`config.mk`:
```
export PLATFORM = sky130hd
export DESIGN_NAME = sd_write_photo
export DESIGN_NICKNAME = d
export VERILOG_FILES = /design/src/rtl/sd_write_photo.sv
export SDC_FILE = /design/constraint.sdc
export NUM_CORES = 1
export LEC_CHECK = 0
export CORE_ASPECT_RATIO = 1.25
export CORE_UTILIZATION = 50
export CTS_BUF_LIST = sky130_fd_sc_hd__clkbuf_8
export DETAILED_ROUTE_END_ITERATION = 12
export PLACE_DENSITY = 0.72
export SYNTH_ARGS = -nofsm -noshare
export SYNTH_HDL_FRONTEND = slang
export SYNTH_SLANG_ARGS = --single-unit
```
`constraint.sdc`:
```
create_clock -name clk -period 3.6 [get_ports clk]
set_input_delay 0.72 -clock clk [delete_from_list [all_inputs] [get_ports clk]]
set_output_delay 0.72 -clock clk [all_outputs]
set_load 0.03 [all_outputs]
```
`src/rtl/sd_write_photo.sv`:
```
// Saves one RGB565 frame to the SD card as raw consecutive sectors starting at START_SEC.
// Pixels come from a show-ahead FIFO; the final partial sector is padded with zero words.
module sd_write_photo #(
  parameter logic [31:0] START_SEC     = 32'd8192,
  parameter logic [23:0] PHOTO_H_PIXEL = 24'd800,
  parameter logic [23:0] PHOTO_V_PIXEL = 24'd480,
  parameter logic [15:0] BUSY_TO       = 16'd2000
) (
  input  logic        clk,
  input  logic        rst_n,
  input  logic        start,
  input  logic        pix_rdy,
  input  logic [15:0] pix_data,
  output logic        pix_rd_en,
  input  logic        wr_busy,
  input  logic        wr_req,
  output logic        wr_start_en,
  output logic [31:0] wr_sec_addr,
  output logic [15:0] wr_data,
  output logic        busy,
  output logic        done,
  output logic        err
);

  localparam logic [23:0] TOTAL_WORDS = PHOTO_H_PIXEL * PHOTO_V_PIXEL;
  localparam logic [15:0] TOTAL_SEC   = 16'((TOTAL_WORDS + 24'd255) >> 8);

  typedef enum logic [2:0] {
    IDLE, WAIT_DATA, START_WR, WAIT_BUSY, XFER, NEXT_SEC, FINISH
  } state_t;

  state_t      state_reg, state_next;
  logic [15:0] sec_cnt_reg;
  logic [8:0]  word_cnt_reg;
  logic [23:0] frame_word_cnt_reg;
  logic [15:0] to_cnt_reg;
  logic [31:0] sec_addr_reg;
  logic [15:0] wr_data_reg;
  logic        busy_reg;
  logic        err_reg;

  logic frame_left;
  logic timeout;
  logic last_sec;

  assign frame_left = (frame_word_cnt_reg < TOTAL_WORDS);
  assign timeout    = ((to_cnt_reg + 16'd1) == BUSY_TO);
  assign last_sec   = ((sec_cnt_reg + 16'd1) == TOTAL_SEC);

  always_ff @(posedge clk) begin
    if (!rst_n) state_reg <= IDLE;
    else        state_reg <= state_next;
  end

  always_comb begin
    state_next = state_reg;
    case (state_reg)
      IDLE:      if (start) state_next = WAIT_DATA;
      WAIT_DATA: if (pix_rdy && !wr_busy) state_next = START_WR;
      START_WR:  state_next = WAIT_BUSY;
      WAIT_BUSY: begin
        if (wr_busy)      state_next = XFER;
        else if (timeout) state_next = FINISH;
      end
      XFER:      if (!wr_busy) state_next = NEXT_SEC;
      NEXT_SEC:  state_next = last_sec ? FINISH : WAIT_DATA;
      FINISH:    state_next = IDLE;
      default:   state_next = IDLE;
    endcase
  end

  always_comb begin
    wr_start_en = 1'b0;
    pix_rd_en   = 1'b0;
    done        = 1'b0;
    case (state_reg)
      START_WR: wr_start_en = 1'b1;
      XFER:     pix_rd_en   = wr_req && frame_left;
      FINISH:   done        = !err_reg;
      default:  ;
    endcase
  end

  // Datapath: counters, address, data word and status flags.
  always_ff @(posedge clk) begin
    if (!rst_n) begin
      sec_cnt_reg        <= 16'd0;
      word_cnt_reg       <= 9'd0;
      frame_word_cnt_reg <= 24'd0;
      to_cnt_reg         <= 16'd0;
      sec_addr_reg       <= START_SEC;
      wr_data_reg        <= 16'h0000;
      busy_reg           <= 1'b0;
      err_reg            <= 1'b0;
    end else begin
      case (state_reg)
        IDLE: begin
          if (start) begin
            busy_reg           <= 1'b1;
            err_reg            <= 1'b0;
            sec_cnt_reg        <= 16'd0;
            frame_word_cnt_reg <= 24'd0;
            sec_addr_reg       <= START_SEC;
          end
        end
        START_WR: begin
          word_cnt_reg <= 9'd0;
          to_cnt_reg   <= 16'd0;
        end
        WAIT_BUSY: begin
          if (!wr_busy) begin
            if (timeout) err_reg <= 1'b1;
            else         to_cnt_reg <= to_cnt_reg + 16'd1;
          end
        end
        XFER: begin
          if (wr_req) begin
            word_cnt_reg <= word_cnt_reg + 9'd1;
            if (frame_left) begin
              wr_data_reg        <= pix_data;
              frame_word_cnt_reg <= frame_word_cnt_reg + 24'd1;
            end else begin
              wr_data_reg <= 16'h0000;
            end
          end
        end
        NEXT_SEC: begin
          if (word_cnt_reg != 9'd256) err_reg <= 1'b1;
          sec_cnt_reg  <= sec_cnt_reg + 16'd1;
          sec_addr_reg <= sec_addr_reg + 32'd1;
        end
        FINISH: busy_reg <= 1'b0;
        default: ;
      endcase
    end
  end

  assign wr_sec_addr = sec_addr_reg;
  assign wr_data     = wr_data_reg;
  assign busy        = busy_reg;
  assign err         = err_reg;

endmodule

```
Word level (Yosys, flattened, before mapping). Cells that the tools add are included.

Flip-flop bits (word level): 118. Bits in latches: 0. Memory bits (writable): 0. Memory bits (read-only): 0. Input port bits: 22. Output and inout bits: 53. Word-level logic and storage cells: 84. Memories kept: 0.

Add/subtract/negate cells: 5. $mul: 0. Divide/modulo/power cells: 0. Magnitude comparators: 1. Equal/unequal tests: 19. Shift-type cells: 0. Muxes and demuxes: 31. Bitwise gates (word level): 0. Reductions and logical operators: 19.

Operators by type and width (number): 24-bit two-way mux (3); 16-bit two-way mux (4); 16-bit case mux with 2 select lines (2); 32-bit case mux with 2 select lines (1); 24-bit case mux with 2 select lines (1); 16-bit by 1-bit adder with 16-bit output, second input constant (2); 32-bit by 1-bit adder with 32-bit output, second input constant (1); 16-bit by 11-bit == test with 1-bit output, second input constant (2); 32-bit two-way mux (1); 24-bit by 1-bit adder with 24-bit output, second input constant (1); 24-bit by 19-bit less-than comparator with 1-bit output, second input constant (1); 3-bit two-way mux (6); 2-bit != test, second input constant (9); 3-bit case mux with 6 select lines (1); 9-bit case mux with 2 select lines (1); 2-bit nonzero test (5); 9-bit by 1-bit adder with 9-bit output, second input constant (1); 3-bit == test, second input constant (3); 9-bit two-way mux (1); 9-bit != test, second input constant (1); 1-bit two-way mux (8); 2-bit AND reduction (4); 4-bit AND reduction (2); 3-bit by 2-bit == test with 1-bit output, second input constant (2); other kinds (10) (12).

Longest topological paths before layout. Gate-level depths: netlist of run 1.

Depth after elaboration: 5. Mapped depth: 9. Depth with buffers taken out: 8.

Worst setup path before layout of run 1. Ideal clock, no wire load.

Path type: input-to-output. Start: input wr_req. End: output pix_rd_en. Arrival time: 1868 ps. Required time: 2880 ps. Path slack: 1012 ps. Cell stages on the path: 3. Path buffers: 1. Cells stage by stage: nor4bb_1 o2111a_1 buf_1.

Word-level cells in the longest chain between the ends: 2.

RTL lines: from (decl) (line 16) `input logic wr_req,`; 1-bit logical AND (line 78) `XFER: pix_rd_en = wr_req && frame_left;`; 1-bit two-way mux (line 76) `case (state_reg)`; to (decl) (line 14) `output logic pix_rd_en,`.

Every way passes these cells.

Final worst setup path of run 1. Ends and elaborated chain as after synthesis.

==> impl_metrics.py, run 1 <==
metrics = {
    "detailed_routing": {
        "ant_nets": 0,
        "via_per_inst": 5.77,
        "first_iter_violations": 283,
        "wl_per_cell_um": 14.6,
        "drtPass1Iterations": 4,
        "vias": 5266,
        "finalWirelength_mm": 13.3,
        "drc": 0,
    },
    "cts": {
        "clock_path_buffers": 2,
        "ctsRootBufferMaster": "clkbuf_8",
        "cts_hold_buf": 0,
        "cts.sinks": 118,
        "clk_latency_ns": 0.44,
        "cts_buffers": 17,
        "ctsResizeCount": 0,
        "cts_setup_buffers": 0,
        "cts_tree": "built",
        "cts.clk_slew.worst_paths_ns": 0.07,
        "htree_levels": 4,
    },
    "finish": {
        "final_layout_size_suffix_gt1_share_pct": 9.65,
        "area_growth_pct": 21.3,
        "layoutNonFillerInstCount": 912,
        "antenna_cells": 0,
        "largest_reg_flops": 32,
        "utilization_pct": 62.1,
        "design_area_um2": 6880,
        "final_nets": 795,
    },
    "yosys": {
        "yosysWarnings": 0,
        "synth_edf_count": 0,
        "ys_seq_elements": 118,
        "ys_async_sr_fraction_pct": 0,
        "synth_area_um2": 5680,
        "syn_avg_cell_area_um2": 8.11,
        "synth.distinct_cells": 60,
        "syn-num-nets": 728,
        "synth_ff_type": "dfxtp_1",
        "synth_cells": 700,
        "ys_seq_area_share_pct": 41.6,
    },
    "sta": {
        "finalHoldViolCount": 0,
        "slew_headroom_pct": 55.4,
        "worst_hold_slack_ns": 0.476,
        "tns_ns": 0,
        "clock_skew_ns": 0.0115,
        "max_slew.worst_pin.slew_ns": 0.664,
        "period_needed_ns": 3.05,
        "rsz0062_at_grt": "no",
        "maxSlewViolCount": 0,
        "max_freq_mhz": 328,
        "finalWorstSetupSlack_ns": 0.549,
        "setup_viol": 0,
        "fin_crit_sh_pct": 84.8,
    },
    "global_routing": {
        "grt_max_degree": 70,
        "track_usage_pct": 23.3,
        "grt_pass1_wl_mm": 22.2,
        "antenna_found_initial": 0,
        "first_global_vias": 4940,
        "overflow": 0,
    },
    "setup_path": {
        "start_kind": "input pin",
        "endpoint_kind": "primary output",
        "path_cells": "clkdlybuf4s50_1 > nor4bb_1 > o2111a_1 > buf_4",
        "cp.arrival_ns": 2.33,
        "path_max_fanout": 7,
        "slowest_delay_ns": 0.48,
        "worstSetupPathType": "in2out",
        "cp_slowest_cell": "clkdlybuf4s50_1",
        "rrSetupSlack_ns": 0.69,
        "worstPathRequired_ns": 2.88,
    },
    "flow_run": {
        "cap_violations": 0,
    },
    "place": {
        "dp_cells": 883,
        "port_buffers": 74,
        "place_ws_ns": 0.241,
        "post_dp_cell_area_um2": 6520,
        "hpwlAfterDp_mm": 9.31,
        "gp_congestion": 0.849,
    },
    "pwr": {
        "cellPowerDensity_nw_per_um2": 381,
        "power_mw": 2.62,
        "vdd_drop_max_mv": 0.270,
        "cellLeakagePower_nw": 2.33,
    },
    "floorplan": {
        "io_pins": 75,
        "fp.coreArea_um2": 11100,
        "die_area_um2": 11800,
        "die_y_um": 121,
        "initial_utilization_pct": 51.2,
        "rows": 43,
        "die_w_um": 97.3,
    },
    "min_path": {
        "hold_class": "reg2reg",
    },
    "status": {
        "status": "finished, final reports clean",
    },
}
[area by class of cell]
class	instances	area (um^2)
repair buffers	84	826
clock buffers	22	303
multi-input cells	527	3090
clock inverters	7	56.3
inverters	19	71.3
fillers	998	4200
well taps	135	169
flip-flops and latches	118	2360
[cells by family after synthesis]
kind of cell               count (synthesis)  share of synthesized area, %
DFF                                      118                          41.6
xor gates and xnor gates                  33                          5.09
buffers and inverters                     55                          3.86
adders and majority gates                  6                          1.32
and+or+nand+nor                          346                          31.0
muxes                                     14                          2.69
AOI/OAI and AO/OA                        128                          14.4
[cell usage after synthesis (all sizes together), types with 17 or more instances]
cell    count  area, um^2
dfxtp     118        2360
nor2      103         387
nand3      57         290
o21ai      23         115
a21oi      45         225
clkbuf     29         110
nand4      22         144
inv        18        67.6
nand2      62         233
xor2       17         149
[layer usage]
metal | global-route usage [%] | vias up | share of wire (%)
met3 | 8.01 | 20 | 4.9
met2 | 41.6 | 123 | 51
li1 | - | 2643 | -
met5 | 0 | - | 0
met1 | 25.4 | 2480 | 42
met4 | 8.82 | 0 | 1.7
[critical path, delay by kind of cell]
kind | cells | cell delay (ns)
buffers and inverters | 2 | 0.71
and+or+nand+nor | 1 | 0.46
AOI/OAI and AO/OA | 1 | 0.44
[cells in the final DEF (no fill, tap or decap), types with 4 or more instances in the layout]
cell type / synthesis / layout
a41oi_1: 4 / 4
a31oi_1: 10 / 10
mux2_2: 10 / 10
buf_4: 0 / 10
ha_1: 6 / 6
nor3_1: 12 / 12
dfxtp_1: 118 / 118
and4_1: 5 / 5
clkbuf_8: 0 / 22
nand3_1: 56 / 56
nor4_1: 12 / 12
xnor2_1: 16 / 16
clkdlybuf4s50_1: 0 / 73
o211ai_1: 7 / 7
o21ai_0: 22 / 22
nand2_1: 62 / 62
a21oi_1: 45 / 45
xor2_1: 17 / 17
a22oi_1: 16 / 16
and3_1: 13 / 13
inv_1: 18 / 21
nor2b_1: 4 / 4
nor2_1: 103 / 103
or3_1: 16 / 16
or2_2: 8 / 8
mux2i_1: 4 / 4
nand4_1: 21 / 21
a221o_2: 4 / 4
[report_power, final]
group	internal (mW)	switching [mW]	leakage, nW	total (mW)
Combinational	0.0661	0.123	1.18	0.189
Clock	0.614	0.497	0.200	1.11
Sequential	1.31	0.00875	0.951	1.32
[path summary, 6_finish.rpt]
check                    end  depth (start not counted)             from
max                pix_rd_en                          4           wr_req
min          wr_sec_addr[31]                          2  wr_sec_addr[31]
max reg2reg     state_reg[2]                          7   sec_cnt_reg[2]
min reg2reg  wr_sec_addr[31]                          2  wr_sec_addr[31]
Power figures use the tool's default switching activity.
==> run 2, diff against run 1 <==
Settings changed: PLACE_DENSITY 0.72 to 0.75.
Clock period 3.6 ns to 2.5 ns, I/O delays scaled along.
==> impl_metrics.py, run 2 (synthesized netlist as in run 1, its figures left out) <==
metrics = {
    "pwr": {
        "cellLeakagePower_nw": 2.76,
        "power_mw": 4.12,
        "cellPowerDensity_nw_per_um2": 539,
        "vdd_drop_max_mv": 0.401,
    },
    "sta": {
        "maxSlewViolCount": 0,
        "slew_headroom_pct": 60.6,
        "finalWorstSetupSlack_ns": -0.0542,
        "max_freq_mhz": 392,
        "fin_crit_sh_pct": 102,
        "setup_viol": 4,
        "tns_ns": -0.170,
        "finalHoldViolCount": 0,
        "rsz0062_at_grt": "yes",
        "clock_skew_ns": 0.00919,
        "period_needed_ns": 2.55,
        "max_slew.worst_pin.slew_ns": 0.589,
    },
    "min_path": {
        "min_delay_path_depth": 2,
        "hold_class": "reg2reg",
    },
    "finish": {
        "area_growth_pct": 34.6,
        "layout_common_cells": "109 x dfxtp_1, 103 x nor2_1, 76 x buf_4",
        "final_common_cell": "dfxtp_1",
        "final_nets": 864,
        "final_layout_size_suffix_gt1_share_pct": 20.4,
        "largest_reg_flops": 32,
        "antenna_cells": 0,
    },
    "setup_path": {
        "crit_end": "to_cnt_reg[7]",
        "start_kind": "flop",
        "endpoint_kind": "flop",
        "rrSetupSlack_ns": -0.05,
        "path_max_fanout": 6,
        "reg2reg_from": "to_cnt_reg[11]",
        "worstPathRequired_ns": 2.82,
        "crit_start": "to_cnt_reg[11]",
        "r2r-end": "to_cnt_reg[7]",
        "cp.arrival_ns": 2.88,
        "worstSetupPathType": "reg2reg",
        "rr_worst_depth": 7,
    },
    "floorplan": {
        "fp.coreArea_um2": 11100,
        "initial_utilization_pct": 51.2,
        "die_w_um": 97.3,
        "die_y_um": 121,
        "io_pins": 75,
        "rows": 43,
        "die_area_um2": 11800,
    },
    "cts": {
        "cts.clk_slew.worst_paths_ns": 0.07,
        "clock_path_buffers": 2,
        "ctsRootBufferMaster": "clkbuf_8",
        "clk_latency_ns": 0.43,
        "cts_buffers": 17,
        "cts.sinks": 118,
        "htree_levels": 4,
        "cts_tree": "built",
    },
    "global_routing": {
        "overflow": 0,
        "track_usage_pct": 25.0,
        "first_global_vias": 5324,
        "antenna_found_initial": 0,
        "grt_pass1_wl_mm": 24.1,
        "grt_max_degree": 50,
    },
    "detailed_routing": {
        "wl_per_cell_um": 14.8,
        "drc": 2,
        "first_iter_violations": 294,
        "via_per_inst": 5.71,
        "drtPass1Iterations": 11,
        "ant_nets": 0,
        "finalWirelength_mm": 14.6,
        "vias": 5605,
    },
    "place": {
        "hpwlAfterDp_mm": 10.1,
        "gp_congestion": 0.866,
        "port_buffers": 74,
    },
    "flow_run": {
        "cap_violations": 0,
    },
    "status": {
        "violations": "design-rule violations, negative setup slack",
        "status": "finished with violations",
    },
}
## run 2: cell types whose count changed in the layout (fill, tap and decap cells not counted), sizes merged
cell,previous run,this run
bufinv,1,4
inv,22,20
dlygate4sd2,0,2
clkdlybuf4s50,73,71
buf,11,79
clkbuf,22,20
o2111a,2,3
clkinvlp,0,2
## run 2: layer usage
layer	routed length (um)	up-vias	global-route usage, %
li1	-	2785	-
met2	7400	140	43.8
met1	6160	2639	28.7
met4	435	0	13.4
met3	568	41	4.95
met5	0	-	0
## run 2: final cells by class
class / instances / area [um^2]
Fill cell: 884 / 3440
Timing Repair Buffer: 152 / 1350
Sequential cell: 118 / 2370
Multi-Input combinational cell: 528 / 3250
Clock inverter: 10 / 154
Clock buffer: 20 / 275
Tap cell: 135 / 169
Inverter: 19 / 71.3
## run 2: how the worst min path moves through the flow
stage,from,to
2_1_floorplan,frame_word_cnt_reg[23],frame_word_cnt_reg[23]
3_3_place_gp,frame_word_cnt_reg[23],frame_word_cnt_reg[23]
3_5_place_dp,wr_sec_addr[31],wr_sec_addr[31]
4_1_cts,wr_sec_addr[31],wr_sec_addr[31]
5_1_grt,err,err
6_report,wr_sec_addr[31],wr_sec_addr[31]
## run 2: stage by stage
stage	setup WS [ns]	utilization [%]	hold slack [ns]	cells	cell area, um^2
6_report	-0.0542	68.9	0.480	982	7640
5_1_grt	-0.111	68.9	0.509	982	7640
4_1_cts	-0.0126	68.2	0.484	981	7560
3_5_place_dp	-0.210	63.6	0.473	948	7050
3_3_place_gp	-0.121	63.6	0.448	948	7050
2_1_floorplan	0.0146	-	0.437	700	5700
## run 2: worst max-delay path, stage by stage, from the launching register on
cell and delay [ns]:
dfxtp_2 0.33, or4b_1 0.50, nor3_1 0.14, o21ai_1 0.10
or4_4 0.56, o2111a_2 0.33, and3b_2 0.20, a221o_2 0.30
## run 2: what timing repair did
action | in CTS | in global routing
pin swaps | 12 | 10
hold buffers | 0 | 0
endpoints found under the setup margin | 15 | 14
buffers inserted | 2 | 1
gates resized for setup | 17 | 19
cloned | 1 | 0
## run 2: power by group
| group | switching [mW] | total, mW | internal (mW) |
|---|---|---|---|
| Sequential | 0.0122 | 1.90 | 1.89 |
| Combinational | 0.196 | 0.328 | 0.132 |
| Clock | 0.744 | 1.89 | 1.15 |
| Total | 0.953 | 4.12 | 3.17 |
==> run 3, diff against run 2 <==
Settings changed: CORE_MARGIN set to 2, SLEW_MARGIN set to 20.
==> impl_metrics.py, run 3 (synthesized netlist as in run 1, its figures left out) <==
metrics = {
    "detailed_routing": {
        "ant_nets": 0,
        "via_per_inst": 5.75,
        "drc": 0,
        "vias": 5671,
        "first_iter_violations": 409,
        "finalWirelength_mm": 14.6,
        "wl_per_cell_um": 14.8,
        "drtPass1Iterations": 5,
    },
    "floorplan": {
        "initial_utilization_pct": 51.2,
        "io_pins": 75,
        "die_y_um": 123,
        "rows": 43,
        "die_w_um": 99.3,
        "fp.coreArea_um2": 11100,
        "die_area_um2": 12200,
    },
    "pwr": {
        "vdd_drop_max_mv": 0.365,
        "cellPowerDensity_nw_per_um2": 516,
        "cellLeakagePower_nw": 2.81,
        "power_mw": 3.97,
    },
    "min_path": {
        "hold_class": "reg2reg",
        "min_delay_path_depth": 1,
        "holdPathEnd": "sec_cnt_reg[6]",
        "hold_start": "sec_cnt_reg[6]",
    },
    "global_routing": {
        "grt_pass1_wl_mm": 24.1,
        "track_usage_pct": 24.0,
        "overflow": 0,
        "first_global_vias": 5395,
        "antenna_found_initial": 0,
        "grt_max_degree": 53,
    },
    "sta": {
        "finalWorstSetupSlack_ns": 0.0364,
        "period_needed_ns": 2.46,
        "slew_headroom_pct": 58.4,
        "setup_viol": 0,
        "worst_hold_slack_ns": 0.481,
        "finalHoldViolCount": 0,
        "maxSlewViolCount": 0,
        "rsz0062_at_grt": "yes",
        "max_slew.worst_pin.slew_ns": 0.621,
        "max_freq_mhz": 406,
        "fin_crit_sh_pct": 98.5,
        "clock_skew_ns": 0.0157,
    },
    "finish": {
        "final_nets": 867,
        "final_common_cell": "dfxtp_1",
        "antenna_cells": 0,
        "area_growth_pct": 35.7,
        "largest_reg_flops": 32,
        "final_layout_size_suffix_gt1_share_pct": 21.9,
        "n_fill_cell": 880,
        "design_area_um2": 7700,
        "layout_common_cells": "107 x dfxtp_1, 102 x nor2_1, 76 x buf_4",
    },
    "setup_path": {
        "r2r-end": "to_cnt_reg[3]",
        "rrSetupSlack_ns": 0.04,
        "slowest_delay_ns": 0.55,
        "endpoint_kind": "flop",
        "path_cells": "or4b_4 > nor3_2 > o21ai_1 > or4_4 > o2111a_2 > and3_2 > a221o_2",
        "rr_worst_depth": 7,
        "path_max_fanout": 5,
        "start_kind": "flop",
        "worstPathRequired_ns": 2.81,
        "reg2reg_from": "to_cnt_reg[5]",
        "worstSetupPathType": "reg2reg",
        "cp_slowest_cell": "or4b_4",
        "cp.arrival_ns": 2.78,
    },
    "flow_run": {
        "cap_violations": 0,
    },
    "status": {
        "status": "finished, final reports clean",
    },
    "cts": {
        "clk_latency_ns": 0.44,
        "clock_path_buffers": 2,
        "cts_buffers": 17,
        "cts.clk_slew.worst_paths_ns": 0.07,
        "ctsRootBufferMaster": "clkbuf_8",
        "cts_tree": "built",
        "cts.sinks": 118,
        "htree_levels": 4,
        "cts_hold_buf": 0,
    },
    "place": {
        "gp_congestion": 0.885,
        "post_dp_cell_area_um2": 7030,
        "hpwlAfterDp_mm": 10.0,
        "place_ws_ns": -0.236,
        "port_buffers": 74,
    },
}
==> run 3: cell count changes in the layout (fill, tap and decap cells not counted), moves of 2 or more <==
cell,change
dfxtp_2,+2
clkinv_2,+2
clkbuf_8,-3
nor4_4,+2
buf_6,+2
nor3_2,+2
dfxtp_1,-2
clkinvlp_4,+3
nand3_1,-2
nor3_1,-2
==> run 3: stage by stage <==
step / cells / TNS [ns] / utilization, %
floorplan: 700 / 0 / -
global placement: 944 / -4.36 / 63.4
detailed placement: 944 / -5.29 / 63.4
CTS: 981 / 0 / 67.8
global route: 986 / -0.120 / 69.5
finish: 986 / 0 / 69.5
==> run 3: final cells by class <==
cell class | instances | area [um^2] | share of cell area, %
multi-input cells | 528 | 3300 | 42.8
flip-flops and latches | 118 | 2380 | 30.8
repair buffers | 155 | 1390 | 18.1
clock buffers | 17 | 234 | 3.04
well taps | 135 | 169 | 2.19
clock inverters | 14 | 161 | 2.10
inverters | 19 | 71.3 | 0.926
==> run 3: how the worst max path moves through the flow <==
stage                    from                     end  slack [ns]  cells after the start
6_report        to_cnt_reg[5]           to_cnt_reg[3]        0.04                      7
3_3_place_gp           wr_req   frame_word_cnt_reg[5]       -0.24                      7
3_5_place_dp           wr_req  frame_word_cnt_reg[13]       -0.24                      8
4_1_cts        sec_cnt_reg[0]            state_reg[2]      0.0002                      9
5_1_grt         to_cnt_reg[5]           to_cnt_reg[3]       -0.03                      7
2_1_floorplan   to_cnt_reg[0]          to_cnt_reg[11]        0.01                      9
==> run 3: what timing repair did <==
| item | CTS | global route |
|---|---|---|
| buffers inserted | 5 | 5 |
| pin swaps | 6 | 15 |
| setup endpoints to repair | 12 | 18 |
| cloned | 1 | 0 |
| gates resized for setup | 12 | 36 |
==> run 3: metal layers <==
metal,share of wire (%),global-route usage [%],vias up
li1,-,-,2795
met1,41,27.5,2689
met2,52,43.1,150
met3,4.4,5.03,37
met4,2.2,10.8,0
met5,0,0,-
==> run 3: power breakdown <==
| group | switching (mW) | internal (mW) |
|---|---|---|
| Sequential | 0.0146 | 1.89 |
| Clock | 0.773 | 0.969 |
| Combinational | 0.190 | 0.139 |
| Total | 0.977 | 3.00 |
==> run 3: critical path: cells and delay by family, from the launching register on <==
family             cells  cell delay, ns
and+or+nand+nor        4            1.32
AOI/OAI and AO/OA      3            0.69
DFF                    1            0.35
